File: src/rtl/alu_iter_exec_pkg.sv
// Shared definitions for the EX-stage ALU and the ALU control decoder.
// Holds the 4-bit ALU control codes, the execution FSM state encoding and
// the shift-direction encoding used by the iterative shifter.
package alu_iter_exec_pkg;

   // ALU control codes produced by ALU control decode
   localparam logic [3:0] AluAnd = 4'b0000;
   localparam logic [3:0] AluOr  = 4'b0001;
   localparam logic [3:0] AluAdd = 4'b0010;
   localparam logic [3:0] AluSub = 4'b0110;
   localparam logic [3:0] AluSlt = 4'b0111;
   localparam logic [3:0] AluSll = 4'b1000;
   localparam logic [3:0] AluSrl = 4'b1001;
   localparam logic [3:0] AluSra = 4'b1010;
   localparam logic [3:0] AluNor = 4'b1100;

   // Execution FSM states
   typedef enum logic [1:0] {
      StIdle  = 2'd0,
      StShift = 2'd1,
      StDone  = 2'd2
   } state_e;

   // Direction latched at accept for the iterative shifter
   typedef enum logic [1:0] {
      ShSll = 2'd0,
      ShSrl = 2'd1,
      ShSra = 2'd2
   } shift_e;

   // Map a shift control code to its direction; non-shift codes map to ShSll
   function automatic shift_e shift_dir(input logic [3:0] ctrl);
      shift_e dir;
      dir = ShSll;
      if (ctrl == AluSrl) dir = ShSrl;
      if (ctrl == AluSra) dir = ShSra;
      return dir;
   endfunction

endpackage

File: src/rtl/alu_core_comb.sv
// Single-cycle combinational ALU core.
// Computes add, sub, and, or, slt (signed), nor and classifies the control code.
// Ports:
//   alu_ctrl  in   4-bit ALU control code
//   a, b      in   operands
//   result    out  single-cycle result (0 for shifts and illegal codes)
//   is_shift  out  code is sll/srl/sra (handled by the iterative shifter)
//   illegal   out  code is not one of the nine legal codes (X/Z included)
module alu_core_comb
   import alu_iter_exec_pkg::*;
#(
   parameter int unsigned WIDTH = 32
) (
   input  logic [3:0]       alu_ctrl,
   input  logic [WIDTH-1:0] a,
   input  logic [WIDTH-1:0] b,
   output logic [WIDTH-1:0] result,
   output logic             is_shift,
   output logic             illegal
);

   logic slt_bit;

   assign slt_bit = ($signed(a) < $signed(b));

   // Plain case: an X/Z code matches no item and falls into default (illegal)
   always_comb begin
      result   = '0;
      is_shift = 1'b0;
      illegal  = 1'b0;
      case (alu_ctrl)
         AluAdd: result = a + b;
         AluSub: result = a - b;
         AluAnd: result = a & b;
         AluOr:  result = a | b;
         AluSlt: result = {{(WIDTH-1){1'b0}}, slt_bit};
         AluNor: result = ~(a | b);
         AluSll, AluSrl, AluSra: is_shift = 1'b1;
         default: illegal = 1'b1;
      endcase
   end

endmodule

File: src/rtl/alu_iter_exec.sv
// EX-stage execution unit: single-cycle logic/arithmetic ops plus an
// iterative shifter (one bit per cycle), behind a valid/ready handshake.
// Ports:
//   clk, reset           clock (rising edge), asynchronous active-high reset
//   in_valid / in_ready  operation handshake; in_ready only in IDLE
//   alu_ctrl, a, b       control code and operands (b is the shift source)
//   shamt                shift amount
//   out_valid/out_ready  result handshake; out_valid only in DONE
//   result, zero         registered result and result==0 flag
//   illegal              alu_ctrl was not a legal code
//   busy                 unit in SHIFT or DONE; stalls the pipeline
module alu_iter_exec
   import alu_iter_exec_pkg::*;
#(
   parameter int unsigned WIDTH   = 32,
   parameter int unsigned SHAMT_W = 5
) (
   input  logic               clk,
   input  logic               reset,
   input  logic               in_valid,
   output logic               in_ready,
   input  logic [3:0]         alu_ctrl,
   input  logic [WIDTH-1:0]   a,
   input  logic [WIDTH-1:0]   b,
   input  logic [SHAMT_W-1:0] shamt,
   output logic               out_valid,
   input  logic               out_ready,
   output logic [WIDTH-1:0]   result,
   output logic               zero,
   output logic               illegal,
   output logic               busy
);

   localparam logic [SHAMT_W-1:0] CntOne = SHAMT_W'(1);

   state_e               state_q;
   shift_e               dir_q;
   logic [WIDTH-1:0]     sh_q;
   logic [WIDTH-1:0]     sh_next;
   logic [SHAMT_W-1:0]   cnt_q;
   logic [WIDTH-1:0]     result_q;
   logic                 zero_q;
   logic                 illegal_q;

   logic [WIDTH-1:0]     core_result;
   logic                 core_is_shift;
   logic                 core_illegal;

   alu_core_comb #(
      .WIDTH (WIDTH)
   ) u_core (
      .alu_ctrl (alu_ctrl),
      .a        (a),
      .b        (b),
      .result   (core_result),
      .is_shift (core_is_shift),
      .illegal  (core_illegal)
   );

   // One-bit step of the shifter; sra replicates the MSB
   always_comb begin
      sh_next = sh_q;
      case (dir_q)
         ShSll:   sh_next = {sh_q[WIDTH-2:0], 1'b0};
         ShSrl:   sh_next = {1'b0, sh_q[WIDTH-1:1]};
         ShSra:   sh_next = {sh_q[WIDTH-1], sh_q[WIDTH-1:1]};
         default: sh_next = sh_q;
      endcase
   end

   always_ff @(posedge clk or posedge reset) begin
      if (reset) begin
         state_q   <= StIdle;
         dir_q     <= ShSll;
         sh_q      <= '0;
         cnt_q     <= '0;
         result_q  <= '0;
         zero_q    <= 1'b0;
         illegal_q <= 1'b0;
      end else begin
         case (state_q)
            StIdle: begin
               if (in_valid) begin
                  if (core_illegal) begin
                     result_q  <= '0;
                     zero_q    <= 1'b1;
                     illegal_q <= 1'b1;
                     state_q   <= StDone;
                  end else if (core_is_shift) begin
                     if (shamt == '0) begin
                        result_q <= b;
                        zero_q   <= (b == '0);
                        state_q  <= StDone;
                     end else begin
                        // result stays untouched until the final shift lands
                        sh_q    <= b;
                        cnt_q   <= shamt;
                        dir_q   <= shift_dir(alu_ctrl);
                        state_q <= StShift;
                     end
                  end else begin
                     result_q <= core_result;
                     zero_q   <= (core_result == '0);
                     state_q  <= StDone;
                  end
               end
            end
            StShift: begin
               sh_q  <= sh_next;
               cnt_q <= cnt_q - CntOne;
               if (cnt_q == CntOne) begin
                  result_q <= sh_next;
                  zero_q   <= (sh_next == '0);
                  state_q  <= StDone;
               end
            end
            StDone: begin
               if (out_ready) begin
                  illegal_q <= 1'b0;
                  state_q   <= StIdle;
               end
            end
            default: state_q <= StIdle;
         endcase
      end
   end

   assign in_ready  = (state_q == StIdle);
   assign busy      = (state_q != StIdle);
   assign out_valid = (state_q == StDone);
   assign result    = result_q;
   assign zero      = zero_q;
   assign illegal   = illegal_q;

endmodule

File: config.mk
export PLATFORM = sky130hd
export DESIGN_NAME = alu_iter_exec
export DESIGN_NICKNAME = d
export VERILOG_FILES = /design/src/rtl/alu_iter_exec_pkg.sv /design/src/rtl/alu_core_comb.sv /design/src/rtl/alu_iter_exec.sv
export SDC_FILE = /design/constraint.sdc
export NUM_CORES = 1
export LEC_CHECK = 0
export BUFFER_PORTS_ARGS = -buffer_cell sky130_fd_sc_hd__buf_4
export CAP_MARGIN = 0
export CORE_MARGIN = 2
export CORE_UTILIZATION = 60
export DETAILED_ROUTE_END_ITERATION = 10
export GPL_TIMING_DRIVEN = 0
export PLACE_DENSITY = 0.81
export SYNTH_ARGS = -nofsm -noshare
export SYNTH_HDL_FRONTEND = slang
export SYNTH_SLANG_ARGS = --single-unit
File: constraint.sdc
create_clock -name clk -period 4.8 [get_ports clk]
set_input_delay 0.48 -clock clk [delete_from_list [all_inputs] [get_ports clk]]
set_output_delay 0.48 -clock clk [all_outputs]
set_load 0.01 [all_outputs]
* Word level (Yosys, flattened, before mapping)
Index checks and enable logic that the tools add are counted.
** Operators by class
- Add/subtract/negate cells :: 3
- $lt $le $gt $ge :: 1
- Equal/unequal tests :: 21
- Mux-type cells :: 38
- Bitwise operators :: 4
- Reductions and logical operators :: 17
** Operators with widths (count)
- $mux 32 :: 9
- $pmux 32 s6 :: 1
- $pmux 32 s2 :: 2
- $logic_not 32->1 :: 3
- $pmux 32 s3 :: 1
- $add 32x32->32 :: 1
- $and 32x32->32 :: 1
- $lt 32x32->1 :: 1
- $not 32->32 :: 1
- $or 32x32->32 :: 1
- $sub 32x32->32 :: 1
- $mux 5 :: 4
- $eq 4x4->1 const B :: 4
- $mux 2 :: 7
- $mux 1 :: 10
- $ne 2x2->1 const B :: 5
- $pmux 5 s2 :: 1
- $reduce_and 5->1 :: 2
- $reduce_or 9->1 :: 1
- $eq 4x3->1 const B :: 2
- $reduce_and 4->1 :: 2
- $pmux 2 s3 :: 1
- $reduce_bool 2->1 :: 3
- $eq 5x1->1 const B :: 1
- 14 further kinds :: 19
** Storage, ports and cells
- Register bits after elaboration :: 75

* Depth between registers and ports, before layout
- Word-level depth :: 8
- Mapped depth :: 15
- Mapped depth without buffers :: 15

* Hierarchy
A second synthesis with hierarchy kept.
** Second synthesis, totals
- Cell total of the unflattened synthesis :: 1367
- Area, all modules :: 9969.6 um2
** By module, submodules not included
- alu_iter_exec :: times used 1, cells an instance 628, area each 5067.4 um2
- alu_core_comb :: times used 1, cells an instance 739, area each 4902.2 um2

* Worst setup path after synthesis
Ideal clock, no wire load.
- Kind :: in2reg
- Start :: input port a[0]
- End :: register zero_q (netlist: zero)
- Setup time :: 0.104 ns
- Data arrival time :: 3.149 ns
- Slack :: 1.548 ns
- Stages on the path :: 14
- Buffers on the path :: 0
- Cell sequence :: inv_1 -> ha_1 -> inv_1 -> fa_1 -> nor3b_1 -> o31ai_1 -> a31oi_2 -> o31ai_1 -> o221ai_1 -> a21oi_2 -> nand4b_1 -> nor4b_2 -> nand4_1 -> o41ai_2
** On the way
- Cells in the longest elaborated chain, start to end :: 8
- Elaborated cells between the ends (all ways) :: 12
- Classes of those cells :: add/sub (2); order compare (1); mux (5); bitwise (3); reduce/logical (1)
** RTL lines
- start: declaration :: line alu_iter_exec.sv:23 : input logic [WIDTH-1:0] a,
- parallel branches: the longest is 2 deep, another holds $sub 32x32->32
- $pmux 32 s6 * :: line alu_core_comb.sv:31 : case (alu_ctrl)
- $logic_not 32->1 * :: line alu_iter_exec.sv:103 : zero_q <= (core_result == '0);
- $mux 1 * :: line alu_iter_exec.sv:89 : end else if (core_is_shift) begin
- $mux 1 * :: line alu_iter_exec.sv:84 : if (core_illegal) begin
- $mux 1 * :: line alu_iter_exec.sv:83 : if (in_valid) begin
- $pmux 1 s2 * :: line alu_iter_exec.sv:81 : case (state_q)
- end signal: assignment :: line alu_iter_exec.sv:92 : zero_q <= (b == '0);
- end signal: assignment :: line alu_iter_exec.sv:103
- end signal: assignment :: line alu_iter_exec.sv:113 : zero_q <= (sh_next == '0);
- end: declaration :: line alu_iter_exec.sv:42 : logic zero_q;
Every way passes the cells marked *. The select of a mux whose other input is x is not followed.
A chain may end at the register's enable or synchronous reset.

* Worst setup path in the final report
- Start :: input port alu_ctrl[0]
- End :: register zero_q (netlist: zero)
** On the way
- Cells in the longest elaborated chain, start to end :: 7
- Elaborated cells between the ends (all ways) :: 20
- Classes of those cells :: eq/ne (9); mux (6); reduce/logical (5)
** RTL lines
- start: declaration :: line alu_iter_exec.sv:22 : input logic [3:0] alu_ctrl,
- $eq 4x4->1 (tied with other cells) :: line alu_core_comb.sv:31
- $pmux 32 s6 / $reduce_or 3->1 (equally long branches) :: line alu_core_comb.sv:31
- $logic_not 32->1 / $mux 1 (equally long branches) :: line alu_iter_exec.sv:103, alu_core_comb.sv:31
- $mux 1 :: line alu_iter_exec.sv:89
- $mux 1 :: line alu_iter_exec.sv:84
- $mux 1 :: line alu_iter_exec.sv:83
- $pmux 1 s2 :: line alu_iter_exec.sv:81
Parallel ways exist; a longest one is shown, timed or not. The select of a mux whose other input is x is not followed.

==> results.sh <==
export IMPL_multi_input_area_mm2=0.00804
export IMPL_status="finished, final reports clean"
export IMPL_max_slew_worst_pin_slew_ns=1.10
export IMPL_nets=1793
export IMPL_slowest_delay_ns=0.80
export IMPL_drt_iter0_markers=1779
export IMPL_dr_pass1_iters=7
export IMPL_tritoncts="yes"
export IMPL_end_kind="flop"
export IMPL_place_ws_ns=0.459
export IMPL_p_leak_nw=5.40
export IMPL_dp_hpwl_um=35500
export IMPL_fmax_ghz=0.230
export IMPL_antenna_found_initial=0
export IMPL_grt_pass1_wl_um=69500
export IMPL_hold_viol_final=0
export IMPL_path_cells="buf_4, or4b_2, clkbuf_1, buf_2, buf_1, o21ai_0, a221oi_1, nand4_1, nor4b_2, nand4_1, o41ai_2"
export IMPL_powerDensity_mw_per_mm2=362
export IMPL_use_met1_pct=59.9
export IMPL_async_reset_ff_share_pct=100
export IMPL_crit_type="primary input to flop"
export IMPL_io_pins=114
export IMPL_die_h_um=138
export IMPL_synth_enable_flop_cells=0
export IMPL_core_area_mm2=0.0178
export IMPL_pwr_share_clk_pct=16.6
export IMPL_synthCells=1484
export IMPL_drive_above_1_share_pct=13.9
export IMPL_crit_required_ns=5.04
export IMPL_syn_area_per_cell_um2=7.29
export IMPL_synthTopCellsByArea="dfrtp_1 17%, ha_1 12%, a21oi_1 7.4%"
export IMPL_gp_congestion=1.06
export IMPL_met2_usage_pct=69.8
export IMPL_worst_clock_skew_ns=0.00488
export IMPL_portBuffers=113
export IMPL_cpMaxStageDelayCell="a221oi_1"
export IMPL_yosysMostFrequentCell="nor2_1"
export IMPL_worstPathMaxFanout=10
export IMPL_setup_tns_ns=0
export IMPL_p_total_mw=4.46
export IMPL_insertion_delay_ns=0.35
export IMPL_pwr_share_seq_pct=28.1
export IMPL_ys_ff_latch=75
export IMPL_die_area_mm2=0.0191
export IMPL_cts_buffers=9
export IMPL_syn_num_nets=1668
export IMPL_cts_setup_buffers=0
export IMPL_final_antenna_net_count=0
export IMPL_clk_pin_slew_ns=0.06
export IMPL_p_sw_share_pct=46.9
export IMPL_hold_path_class="primary input to async pin"
export IMPL_yosysTopAreaCell="dfrtp_1"
export IMPL_drt_vias_per_instance=6.99
export IMPL_drv_slew=0
export IMPL_track_usage_pct=46.3
export IMPL_synth_top_area_share_pct=17.4
export IMPL_n_antenna_cell=0
export IMPL_clock_path_buffers=2
export IMPL_globalRoute_totalOverflow=0
export IMPL_setup_viol=0
export IMPL_drt_total_wl_um=45500
export IMPL_internal_power_mw=2.37
export IMPL_holdWs_ns=0.0936
export IMPL_synth_yosys_warnings=0
export IMPL_rsz0062_at_grt="false"
export IMPL_r2r_setup_slack_ns=0.55
export IMPL_p_sw_mw=2.09
export IMPL_peakVddDrop_mv=0.410
export IMPL_grt_use_met3_pct=11.7
export IMPL_rr_worst_depth=13
export IMPL_wl_per_cell_um=24.7
export IMPL_crit_path_frequent_cell="nand4_1"
export IMPL_cts_sinks=75
export IMPL_ys_top_cells_by_count="196 x nor2_1, 160 x a21oi_1, 116 x nand2_1"
export IMPL_ctsHoldBuffers=0
export IMPL_num_vias=12883
export IMPL_initial_core_util_pct=60.6
export IMPL_synth_flop_cell="dfrtp_1"
export IMPL_grt_pass1_vias=12252
export IMPL_syn_cell_area_mm2=0.0108
export IMPL_num_rows=49
export IMPL_fillers=1519
export IMPL_grt_max_degree=55
export IMPL_cts_htree_levels=3
export IMPL_p_comb_share_pct=55.4
export IMPL_ys_seq_area_share_pct=17.4
export IMPL_busiest_layer="met2"
export IMPL_worstReg2RegEnd="zero"
export IMPL_worstReg2RegStart="dir_q[1]"
export IMPL_post_cts_resized=0
export IMPL_period_needed_ns=4.34
export IMPL_postLayoutSetupSlackWorst_ns=0.460
export IMPL_yosysUniqueCellTypes=99
export IMPL_cp_start_kind="primary input"
export IMPL_syn2layout_area_growth_pct=13.7
export IMPL_fin_crit_sh_pct=90.4
export IMPL_drc=0
export IMPL_cp_arrival_ns=4.58
export IMPL_max_slew_margin_rel_pct=26.2
export IMPL_clockRootBuffer="clkbuf_16"
export IMPL_die_w_um=138
export IMPL_max_cap_violations=0
export IMPL_regArea_mm2=0.00188
## layout by cell type, fill, tap and decap left out, drive strengths merged, types with 39 or more instances in the layout
| master | instances |
|---|---|
| clkbuf | 61 |
| nor2 | 199 |
| ha | 105 |
| dfrtp | 75 |
| a21oi | 166 |
| inv | 109 |
| nand2 | 117 |
| buf | 161 |
| o21ai | 76 |
| mux2i | 55 |
| nor3 | 39 |
## worst max-delay path: cells and delay by family
family	cells	cell delay (ns)
buffers and inverters	4	1.88
AOI/OAI and AO/OA	3	1.23
and+or+nand+nor	4	0.96
## state kept, by name, indices dropped and copies added, names as in the netlist
register	cells
result	32
illegal	1
state_q	2
sh_q	32
cnt_q	5
dir_q	2
zero	1
## final cells by class
cell class              count  share of cell area [%]
multi-input cells        1203                    65.4
flip-flops and latches     75                    15.3
repair buffers            114                    7.12
plain buffers              98                    4.00
inverters                 108                    3.32
well taps                 229                    2.33
clock buffers              10                    1.86
clock inverters             6                   0.722
## power groups by stage
stage | combinational [mW] | sequential, mW | clock (mW)
finish | 2.47 | 1.25 | 0.738
global route | 2.65 | 1.28 | 0.766
CTS | 2.39 | 1.23 | 0.739
detailed placement | 2.37 | 1.24 | 0
global placement | 2.31 | 1.22 | 0
floorplan | 1.46 | 1.22 | 0
## worst max path at each step
stage	startpoint	endpoint	slack, ns	cells past startpoint
floorplan	a[0]	zero	1.55	14
global placement	alu_ctrl[0]	result[26]	0.49	12
detailed placement	alu_ctrl[0]	result[26]	0.46	12
CTS	dir_q[1]	zero	0.75	13
global route	dir_q[1]	zero	0.41	13
finish	alu_ctrl[0]	zero	0.46	11
## metal layers
metal  share of wire (%)  wire, um
met5                   0         0
met4                 7.7      3490
met3                  13      6060
met2                  42     18900
met1                  37     17000
## through the flow
step | cells | utilization (%) | instance area, um2
CTS | 1843 | 68.9 | 12300
floorplan | 1484 | - | 10800
finish | 1843 | 68.9 | 12300
global route | 1843 | 68.9 | 12300
detailed placement | 1827 | 67.2 | 12000
global placement | 1826 | 67.0 | 12000
## logic make-up after synthesis
kind of cell / share of synthesized area, %
flip-flops: 17.4
XOR/XNOR: 0.336
multiplexers: 5.71
AO/OA/AOI/OAI: 32.6
buffers and inverters: 8.29
AND/OR/NAND/NOR: 23.2
adder cells (fa/ha/maj): 12.5
(Power assumes the default switching activity.)
